$ cat src/rtl/pkt_attr_priority_merge_if.sv
// rtl/pkt_attr_priority_merge_if.sv - parser-result inputs, winner output stream and statistics
// The master drives parser results and out_ready; the slave is the merge block.
interface pkt_attr_priority_merge_if #(
  parameter int NUM_PARSERS          = 4,
  parameter int ATTRIBUTE_DATA_WIDTH = 135,
  parameter int CNT_WIDTH            = 32
);
  logic                                        in_valid;
  logic                                        in_tlast;
  logic [NUM_PARSERS-1:0]                      in_pkt_valid;
  logic [NUM_PARSERS*ATTRIBUTE_DATA_WIDTH-1:0] in_pkt_attributes;
  logic                                        out_valid;
  logic [ATTRIBUTE_DATA_WIDTH-1:0]             out_attributes;
  logic                                        out_ready;
  logic [CNT_WIDTH-1:0]                        no_result_cnt;
  logic [CNT_WIDTH-1:0]                        drop_cnt;

  modport master (
    output in_valid, in_tlast, in_pkt_valid, in_pkt_attributes, out_ready,
    input  out_valid, out_attributes, no_result_cnt, drop_cnt
  );

  modport slave (
    input  in_valid, in_tlast, in_pkt_valid, in_pkt_attributes, out_ready,
    output out_valid, out_attributes, no_result_cnt, drop_cnt
  );
endinterface

$ cat src/rtl/pkt_attr_priority_merge.sv
// rtl/pkt_attr_priority_merge.sv - per-packet priority merge of parser results into an output FIFO
// A delayed tlast closes each packet's result window; the highest PRTCL_ID seen in it is queued.
module pkt_attr_priority_merge #(
  parameter int NUM_PARSERS          = 4,
  parameter int ATTRIBUTE_DATA_WIDTH = 135,
  parameter int PRTCL_ID_OFFSET      = 125,
  parameter int PRTCL_ID_WIDTH       = 2,
  parameter int RESULT_LATENCY       = 2,
  parameter int FIFO_DEPTH           = 4,
  parameter int CNT_WIDTH            = 32
) (
  input  logic                      clk,
  input  logic                      reset,
  pkt_attr_priority_merge_if.slave  bus
);
  localparam int AW = $clog2(FIFO_DEPTH);
  localparam int CW = AW + 1;
  localparam logic [CW-1:0] FULL_CNT = CW'(FIFO_DEPTH);

  typedef logic [ATTRIBUTE_DATA_WIDTH-1:0] attr_t;
  typedef logic [PRTCL_ID_WIDTH-1:0]       id_t;

  logic [RESULT_LATENCY-1:0] close_pipe_q, close_pipe_d;
  logic                      close;

  logic  cand_v_q, cand_v_d;
  attr_t cand_attr_q, cand_attr_d;
  id_t   cand_id_q, cand_id_d;

  logic  win_v;
  attr_t win_attr;
  id_t   win_id;
  attr_t slot;

  attr_t          mem_q [FIFO_DEPTH];
  logic [AW-1:0]  wr_ptr_q, wr_ptr_d, rd_ptr_q, rd_ptr_d;
  logic [CW-1:0]  count_q, count_d;
  attr_t          head_q, head_d;

  logic push_req, push_ok, pop, full, no_res, drop;
  logic [CNT_WIDTH-1:0] no_result_cnt_q, no_result_cnt_d, drop_cnt_q, drop_cnt_d;

  always_comb begin
    close_pipe_d    = '0;
    close_pipe_d[0] = bus.in_valid & bus.in_tlast;
    for (int i = 1; i < RESULT_LATENCY; i++) begin
      close_pipe_d[i] = close_pipe_q[i-1];
    end
  end

  assign close = close_pipe_q[RESULT_LATENCY-1];

  // Strict '>' gives ties to whoever is already held: candidate first, then lower parser index.
  always_comb begin
    win_v    = cand_v_q;
    win_attr = cand_attr_q;
    win_id   = cand_id_q;
    slot     = '0;
    for (int i = 0; i < NUM_PARSERS; i++) begin
      slot = bus.in_pkt_attributes[i*ATTRIBUTE_DATA_WIDTH +: ATTRIBUTE_DATA_WIDTH];
      if (bus.in_pkt_valid[i] && (!win_v || (slot[PRTCL_ID_OFFSET +: PRTCL_ID_WIDTH] > win_id))) begin
        win_v    = 1'b1;
        win_attr = slot;
        win_id   = slot[PRTCL_ID_OFFSET +: PRTCL_ID_WIDTH];
      end
    end
  end

  always_comb begin
    cand_v_d    = win_v & ~close;
    cand_attr_d = win_attr;
    cand_id_d   = win_id;
  end

  assign pop      = (count_q != '0) & bus.out_ready;
  assign full     = (count_q == FULL_CNT);
  assign push_req = close & win_v;
  assign push_ok  = push_req & (~full | pop);
  assign drop     = push_req & ~push_ok;
  assign no_res   = close & ~win_v;

  always_comb begin
    wr_ptr_d = wr_ptr_q + AW'(push_ok);
    rd_ptr_d = rd_ptr_q + AW'(pop);
    count_d  = count_q;
    if (push_ok && !pop) begin
      count_d = count_q + CW'(1);
    end else if (!push_ok && pop) begin
      count_d = count_q - CW'(1);
    end
    // The head register is refreshed from memory, or bypassed when the new head is being written now.
    head_d = head_q;
    if (count_d != '0) begin
      if (push_ok && (wr_ptr_q == rd_ptr_d)) begin
        head_d = win_attr;
      end else begin
        head_d = mem_q[rd_ptr_d];
      end
    end
  end

  always_comb begin
    no_result_cnt_d = no_result_cnt_q;
    if (no_res && (no_result_cnt_q != '1)) begin
      no_result_cnt_d = no_result_cnt_q + CNT_WIDTH'(1);
    end
    drop_cnt_d = drop_cnt_q;
    if (drop && (drop_cnt_q != '1)) begin
      drop_cnt_d = drop_cnt_q + CNT_WIDTH'(1);
    end
  end

  always_ff @(posedge clk or posedge reset) begin
    if (reset) begin
      close_pipe_q    <= '0;
      cand_v_q        <= 1'b0;
      cand_attr_q     <= '0;
      cand_id_q       <= '0;
      wr_ptr_q        <= '0;
      rd_ptr_q        <= '0;
      count_q         <= '0;
      head_q          <= '0;
      no_result_cnt_q <= '0;
      drop_cnt_q      <= '0;
    end else begin
      close_pipe_q    <= close_pipe_d;
      cand_v_q        <= cand_v_d;
      cand_attr_q     <= cand_attr_d;
      cand_id_q       <= cand_id_d;
      wr_ptr_q        <= wr_ptr_d;
      rd_ptr_q        <= rd_ptr_d;
      count_q         <= count_d;
      head_q          <= head_d;
      no_result_cnt_q <= no_result_cnt_d;
      drop_cnt_q      <= drop_cnt_d;
    end
  end

  always_ff @(posedge clk) begin
    if (push_ok) begin
      mem_q[wr_ptr_q] <= win_attr;
    end
  end

  assign bus.out_valid      = (count_q != '0);
  assign bus.out_attributes = head_q;
  assign bus.no_result_cnt  = no_result_cnt_q;
  assign bus.drop_cnt       = drop_cnt_q;
endmodule

$ cat src/flat_wrapper.sv
// flat-port wrapper written by rule: the top's interface ports become plain ports
module pkt_attr_priority_merge_flat 
#(
  parameter int NUM_PARSERS          = 4,
  parameter int ATTRIBUTE_DATA_WIDTH = 135,
  parameter int PRTCL_ID_OFFSET      = 125,
  parameter int PRTCL_ID_WIDTH       = 2,
  parameter int RESULT_LATENCY       = 2,
  parameter int FIFO_DEPTH           = 4,
  parameter int CNT_WIDTH            = 32
)
  (clk, reset, bus_in_valid, bus_in_tlast, bus_in_pkt_valid, bus_in_pkt_attributes, bus_out_ready, bus_out_valid, bus_out_attributes, bus_no_result_cnt, bus_drop_cnt);
  pkt_attr_priority_merge_if #(.NUM_PARSERS(NUM_PARSERS), .ATTRIBUTE_DATA_WIDTH(ATTRIBUTE_DATA_WIDTH), .CNT_WIDTH(CNT_WIDTH)) bus_i ();
  input  logic clk;
  input  logic reset;
  input wire logic [$bits(bus_i.in_valid)-1:0] bus_in_valid;
  input wire logic [$bits(bus_i.in_tlast)-1:0] bus_in_tlast;
  input wire logic [$bits(bus_i.in_pkt_valid)-1:0] bus_in_pkt_valid;
  input wire logic [$bits(bus_i.in_pkt_attributes)-1:0] bus_in_pkt_attributes;
  input wire logic [$bits(bus_i.out_ready)-1:0] bus_out_ready;
  output wire logic [$bits(bus_i.out_valid)-1:0] bus_out_valid;
  output wire logic [$bits(bus_i.out_attributes)-1:0] bus_out_attributes;
  output wire logic [$bits(bus_i.no_result_cnt)-1:0] bus_no_result_cnt;
  output wire logic [$bits(bus_i.drop_cnt)-1:0] bus_drop_cnt;
  assign bus_i.in_valid = bus_in_valid;
  assign bus_i.in_tlast = bus_in_tlast;
  assign bus_i.in_pkt_valid = bus_in_pkt_valid;
  assign bus_i.in_pkt_attributes = bus_in_pkt_attributes;
  assign bus_i.out_ready = bus_out_ready;
  assign bus_out_valid = bus_i.out_valid;
  assign bus_out_attributes = bus_i.out_attributes;
  assign bus_no_result_cnt = bus_i.no_result_cnt;
  assign bus_drop_cnt = bus_i.drop_cnt;
  pkt_attr_priority_merge #(.NUM_PARSERS(NUM_PARSERS), .ATTRIBUTE_DATA_WIDTH(ATTRIBUTE_DATA_WIDTH), .PRTCL_ID_OFFSET(PRTCL_ID_OFFSET), .PRTCL_ID_WIDTH(PRTCL_ID_WIDTH), .RESULT_LATENCY(RESULT_LATENCY), .FIFO_DEPTH(FIFO_DEPTH), .CNT_WIDTH(CNT_WIDTH)) u_core (.clk(clk), .reset(reset), .bus(bus_i));
endmodule
$ cat config.mk
export PLATFORM = sky130hd
export DESIGN_NAME = pkt_attr_priority_merge_flat
export DESIGN_NICKNAME = d
export VERILOG_FILES = /design/src/rtl/pkt_attr_priority_merge_if.sv /design/src/rtl/pkt_attr_priority_merge.sv /design/src/flat_wrapper.sv
export SDC_FILE = /design/constraint.sdc
export NUM_CORES = 2
export LEC_CHECK = 0
export CELL_PAD_IN_SITES_DETAIL_PLACEMENT = 1
export CELL_PAD_IN_SITES_GLOBAL_PLACEMENT = 1
export CORE_UTILIZATION = 43
export DETAILED_ROUTE_END_ITERATION = 8
export PLACE_DENSITY_LB_ADDON = 0.1
export SYNTH_ARGS = -nofsm -noshare
export SYNTH_HDL_FRONTEND = slang
export SYNTH_SLANG_ARGS = --single-unit
$ cat constraint.sdc
create_clock -name clk -period 22 [get_ports clk]
set_clock_uncertainty 0.2 [all_clocks]
set_input_delay 4.4 -clock clk [delete_from_list [all_inputs] [get_ports clk]]
set_output_delay 4.4 -clock clk [all_outputs]
set_load 0.1 [all_outputs]
---- Word-level counts from Yosys, hierarchy flattened ----
Memories as Yosys holds them, arrays and structs flattened. A register that Yosys moved wholly into a read port is not among the register bits.
Index checks and enable logic that the tools add are counted.
storage, ports and cells
  bits in registers ....................... 211
  bits in writable memories ............... 540
  output and inout port bits .............. 200
  word-level logic and storage cells ...... 71
  memories ................................ 1
memories
  name          depth  width  read ports  clocked after Yosys merged registers in  wr ports  RTL line                       text
  u_core.mem_q  4      135    1           1                                        1         pkt_attr_priority_merge.sv:35  attr_t mem_q [FIFO_DEPTH];
cells by class
  $add $sub $neg .......................... 6
  $lt $le $gt $ge ......................... 4
  equality and inequality tests ........... 3
  mux-type cells .......................... 16
  bitwise gates (word level) .............. 12
  reduce and logical (&&, ||, !) cells .... 20
operators with widths
  operator                                                            count
  135-bit 2-to-1 mux                                                  4
  32-bit by 1-bit adder with 32-bit output, second input constant     2
  32-bit inequality test, second input constant                       2
  2-bit > comparator                                                  4
  1-bit logical AND                                                   8
  2-bit 2-to-1 mux                                                    4
  1-bit AND                                                           7
  1-bit zero test                                                     6
  1-bit 2-to-1 mux                                                    6
  3-bit 2-to-1 mux                                                    2
  3-bit nonzero test                                                  2
  2-bit by 1-bit adder with 2-bit output                              2
  1-bit logical OR                                                    4
  1-bit NOT                                                           4
  3-bit by 1-bit adder with 3-bit output, second input constant       1
  3-bit == test, second input constant                                1
  3-bit by 1-bit subtractor with 3-bit output, second input constant  1
  1-bit bitwise OR                                                    1

---- Logic depth before layout (Yosys ltp) ----
  depth after elaboration ................. 23
  mapped depth ............................ 33
  gate-level depth less buffers ........... 25

---- Worst setup path before layout ----
No wires, ideal clock.
  kind .................................... in2reg
  from .................................... input bus_in_pkt_valid[1]
  to ...................................... memory u_core.mem_q[2][0] in the netlist's numbering, enable pin
  library setup time ...................... 1.007 ns
  data arrival time ....................... 18.825 ns
  setup slack ............................. 1.968 ns
  cell stages on the path ................. 5
  buffers on the path ..................... 2
  cells stage by stage .................... clkbuf_1 > or4_1 > buf_2 > o21ai_2 > nor4b_1
between the ends
  word-level cells in the longest chain between the ends .. 14
  elaborated cells on any way between the ends .. 18
  classes of those cells .................. order compare (2); mux (7); bitwise (2); reduce/logical (7)
ends and longest elaborated chain
  item                                                          RTL line                        text
  start, declared                                               flat_wrapper.sv:18              input wire logic [$bits(bus_i.in_pkt_valid)-1:0] bus_in_pkt_valid;
  1-bit logical AND (*)                                         pkt_attr_priority_merge.sv:61   if (bus.in_pkt_valid[i] && (!win_v || (slot[PRTCL_ID_OFFSET +: PRTCL_ID_WIDTH] > win_id))) begin
  2-bit 2-to-1 mux / 1-bit 2-to-1 mux (equally long branches)   pkt_attr_priority_merge.sv:61
  2-bit > comparator / 1-bit zero test (equally long branches)  pkt_attr_priority_merge.sv:61
  1-bit logical OR                                              pkt_attr_priority_merge.sv:61
  1-bit logical AND                                             pkt_attr_priority_merge.sv:61
  2-bit 2-to-1 mux / 1-bit 2-to-1 mux (equally long branches)   pkt_attr_priority_merge.sv:61
  2-bit > comparator / 1-bit zero test (equally long branches)  pkt_attr_priority_merge.sv:61
  1-bit logical OR                                              pkt_attr_priority_merge.sv:61
  1-bit logical AND                                             pkt_attr_priority_merge.sv:61
  1-bit 2-to-1 mux (*)                                          pkt_attr_priority_merge.sv:61
  1-bit AND (*)                                                 pkt_attr_priority_merge.sv:77   assign push_req = close & win_v;
  1-bit AND (*)                                                 pkt_attr_priority_merge.sv:78   assign push_ok = push_req & (~full | pop);
  1-bit 2-to-1 mux (*)                                          pkt_attr_priority_merge.sv:140  if (push_ok) begin
  1-bit 2-to-1 mux (implied by the code) (*)                    pkt_attr_priority_merge.sv:141  mem_q[wr_ptr_q] <= win_attr;
  end, declared                                                 pkt_attr_priority_merge.sv:35
Every way passes the cells marked *; elsewhere a longest branch is shown, timed or not.

---- Worst setup path after layout ----
  from .................................... input bus_in_pkt_attributes[126]
  to ...................................... register u_core.head_q[18], in the netlist u_core.bus.out_attributes[18], read port of u_core.mem_q
between the ends
  word-level cells in the longest chain between the ends .. 23
  elaborated cells on any way between the ends .. 30
  classes of those cells .................. order compare (4); mux (9); bitwise (2); reduce/logical (15)
ends and longest elaborated chain
  item                                                          RTL line                       text
  start, declared                                               flat_wrapper.sv:19             input wire logic [$bits(bus_i.in_pkt_attributes)-1:0] bus_in_pkt_attributes;
  2-bit > comparator                                            pkt_attr_priority_merge.sv:61
  1-bit logical OR                                              pkt_attr_priority_merge.sv:61
  1-bit logical AND                                             pkt_attr_priority_merge.sv:61
  2-bit 2-to-1 mux / 1-bit 2-to-1 mux (equally long branches)   pkt_attr_priority_merge.sv:61
  2-bit > comparator / 1-bit zero test (equally long branches)  pkt_attr_priority_merge.sv:61
  1-bit logical OR                                              pkt_attr_priority_merge.sv:61
  1-bit logical AND                                             pkt_attr_priority_merge.sv:61
  2-bit 2-to-1 mux / 1-bit 2-to-1 mux (equally long branches)   pkt_attr_priority_merge.sv:61
  [... 7 more ...]                                              --
  1-bit 2-to-1 mux (*)                                          pkt_attr_priority_merge.sv:61
  1-bit AND (*)                                                 pkt_attr_priority_merge.sv:77
  1-bit AND (*)                                                 pkt_attr_priority_merge.sv:78
  1-bit zero test                                               pkt_attr_priority_merge.sv:88  end else if (!push_ok && pop) begin
  1-bit logical AND                                             pkt_attr_priority_merge.sv:88
  3-bit 2-to-1 mux                                              pkt_attr_priority_merge.sv:88
  3-bit 2-to-1 mux (*)                                          pkt_attr_priority_merge.sv:86  if (push_ok && !pop) begin
  3-bit nonzero test (*)                                        pkt_attr_priority_merge.sv:93  if (count_d != '0) begin
  end, declared                                                 pkt_attr_priority_merge.sv:38  attr_t head_q, head_d;
Marked as above.
A chain may end at the register's enable or synchronous reset.

==> reports/qor.yml <==
outcome: "finished, final reports clean"
synth.distinct_cells: 54
grt_pass1_wl_mm: 187
critPathCaptureType: "flop"
max_slew_margin_pct: 20.0
cp_slowest_cell: "nand2b_4"
drv_cap: 0
final-setup-viol-count: 0
yosysTopAreaCellShare_pct: 42.6
path_common_cell: "ha_1"
fp.dieW_um: 300
cts_buffer_depth: 3
cts_max_level: 3
layout_commonest_cell: "clkdlybuf4s50_1"
syn_inst: 2613
syn_nets: 3175
drt_iter0_drc: 1870
via_count: 26400
period_minus_slack_ns: 13.35
cts.sink_count: 886
critPathMaxFanout: 79
ys_warn_count: 0
grt_pass1_vias: 29200
pin_count: 749
die_y_um: 300
start_util_pct: 43.6
wl_met3_mm: 7.06
slowest_delay_ns: 0.87
async_flop_share_pct: 39.1
dr.pass1.iters: 5
drive_gt1_share_pct: 14.0
min_path_cells: 0
fin_cells: 4554
power_density_mw_per_mm2: 175
drc: 0
peakVddDrop_mv: 0.171
synth_ff_type: "edfxtp_1"
share_seq_of_total_power_pct: 31.3
syn_avg_cell_area_um2: 14.6
dr_wl_met2_mm: 65.2
drv_slew: 0
worst_skew_pair.late_latency_ns: 0.65
rsz0062_at_grt: "no"
cts_setup_buffers: 0
finalNetCount: 3871
cts_resized: 0
worst_pin_slew_ns: 1.20
areaGrowthSynthToFinish_pct: 30.6
antenna_found_initial: 9
wl_met1_mm: 49.4
die_area_mm2: 0.0897
synthTopCellsByArea: "edfxtp_1 43%, dfrtp_1 23%, mux4_2 8.0%, mux2_2 4.1%, a221o_1 3.5%"
fin_setup_tns_ns: 0
dp_cells: 4367
grt_util_all_layers_pct: 27.7
numCtsBuffers: 95
p_comb_share_pct: 50.5
r2r_slack_ns: 12.53
cts_hold_buf: 0
reg2reg_depth: 25
hp-start: "u_core.close_pipe_q[0]"
grt_max_degree: 137
grt_overflow: 0
final.period_utilization_pct: 60.7
wl_mm: 126
start_kind: "primary input"
core-area_mm2: 0.0873
netlist_area_mm2: 0.0381
num-fill-cells: 8416
hpwl_mm: 78.3
crit_type: "primary input to flop"
rows: 108
wl_per_cell_um: 27.7
yosys.area.top_type: "edfxtp_1"
path_clk_slew_ns: 0.06
cts_tree: "built"
intPower_uw: 4940
hold_class: "flop to flop"
portBuffers: 748
leakage_uw: 0.0185
worstPathRequired_ns: 22.31
r2r_end: "u_core.bus.out_attributes[18]"
root_buffer: "clkbuf_16"
power_switching_uw: 3760
final_antenna_net_count: 0
timing.rr.start: "u_core.cand_id_q[1]"
arrival_ns: 13.66
place_congestion: 0.838
hold_viol: 0
holdPathEnd: "u_core.close_pipe_q[1]"
synth_edf_count: 540
maxUsedRoutingLayer: "met5"
pwr-share-clk_pct: 18.2
final_util_pct: 57.0
viasPerCell: 5.81
fmax_mhz: 74.9
swShare_pct: 43.2
yosysSeqAreaShare_pct: 65.3
ys_seq_elements: 886
layout_common_cells: "746 x clkdlybuf4s50_1, 540 x edfxtp_1, 346 x dfrtp_1"
-- power by group through the flow --
stage / registers [µW] / clock network, µW / logic (µW)
2_1_floorplan: 3650 / 0 / 2230
3_3_place_gp: 2730 / 0 / 4270
3_5_place_dp: 2750 / 0 / 4400
4_1_cts: 2720 / 1610 / 4430
5_1_grt: 2760 / 1660 / 4670
6_report: 2720 / 1580 / 4390
-- cell type report --
class / count / area, µm² / share of cell area (%)
antenna: 11 / 27.5 / 0.0554
clock buffer: 129 / 2640 / 5.30
clock inverter: 47 / 424 / 0.853
inverter: 28 / 113 / 0.226
multi-input combinational: 1513 / 12400 / 25.0
sequential: 886 / 24900 / 50.0
tap: 1155 / 1450 / 2.91
timing repair buffer: 785 / 7780 / 15.7
-- registers in the layout, indices dropped and copies added, names as in the netlist --
name,flops
u_core.bus.no_result_cnt,32
u_core.cand_v_q,1
u_core.cand_id_q,2
u_core.mem_q,540
u_core.cand_attr_q,135
u_core.close_pipe_q,2
u_core.wr_ptr_q,2
u_core.bus.drop_cnt,32
u_core.rd_ptr_q,2
u_core.bus.out_attributes,135
u_core.count_q,3
-- how the worst max path moves through the flow --
stage	startpoint	end	cells after the start
2_1_floorplan	bus_in_pkt_valid[1]	u_core.mem_q[2][0]	5
3_3_place_gp	bus_in_pkt_attributes[126]	u_core.bus.out_attributes[60]	25
3_5_place_dp	bus_in_pkt_attributes[126]	u_core.bus.out_attributes[30]	25
4_1_cts	bus_in_pkt_attributes[126]	u_core.bus.out_attributes[41]	25
5_1_grt	bus_in_pkt_attributes[126]	u_core.bus.out_attributes[52]	25
6_report	bus_in_pkt_attributes[126]	u_core.bus.out_attributes[18]	25
-- cell usage after synthesis (all sizes together) (2+ instances only) --
cell type,n
and4,7
o2111ai,2
o21a,2
xor2,29
a221o,135
and3,9
mux2i,134
ha,13
nand4,13
and2,5
inv,28
mux2,139
nand3,27
o21ai,10
nor3b,4
dfrtp,346
mux4,135
buf,62
edfxtp,540
a32o,2
xnor2,38
or4,2
nor3,17
nor4,10
nor2,302
nand2b,4
clkbuf,124
o211ai,3
a21oi,147
nor4b,3
or3,6
nand2,168
o22ai,135
-- routing by layer --
metal	vias to the layer above	track usage [%]
met5	-	0
met4	4	10.3
met3	200	4.34
met2	959	48.7
met1	13800	34.4
li1	11400	-
-- kinds of logic after synthesis --
group	count (synthesis)	share of synthesized area, %
AOI/OAI and AO/OA	444	8.22
xor gates and xnor gates	67	1.54
adders and majority gates	13	0.427
buffers and inverters	214	2.43
DFF	886	65.3
muxes	408	15.6
and+or+nand+nor	581	6.43
-- critical path: cells and delay by family --
| kind | cells | cell delay (ns) |
|---|---|---|
| multiplexers | 2 | 0.79 |
| AO/OA/AOI/OAI | 11 | 3.58 |
| adder cells (fa/ha/maj) | 4 | 1.21 |
| buffers and inverters | 3 | 2.02 |
| AND/OR/NAND/NOR | 5 | 1.60 |
-- metrics by stage --
stage | hold WS, ns | area, µm² | setup slack [ns] | total power [µW]
5_1_grt | 0.170 | 49700 | 8.00 | 9100
4_1_cts | 0.158 | 49700 | 8.58 | 8760
6_report | 0.157 | 49700 | 8.65 | 8700
3_3_place_gp | 0.136 | 46600 | 8.26 | 7000
3_5_place_dp | 0.141 | 46600 | 7.97 | 7140
2_1_floorplan | 0.131 | 38100 | 1.97 | 5880
Note: power is estimated with default switching activity, not from simulation.
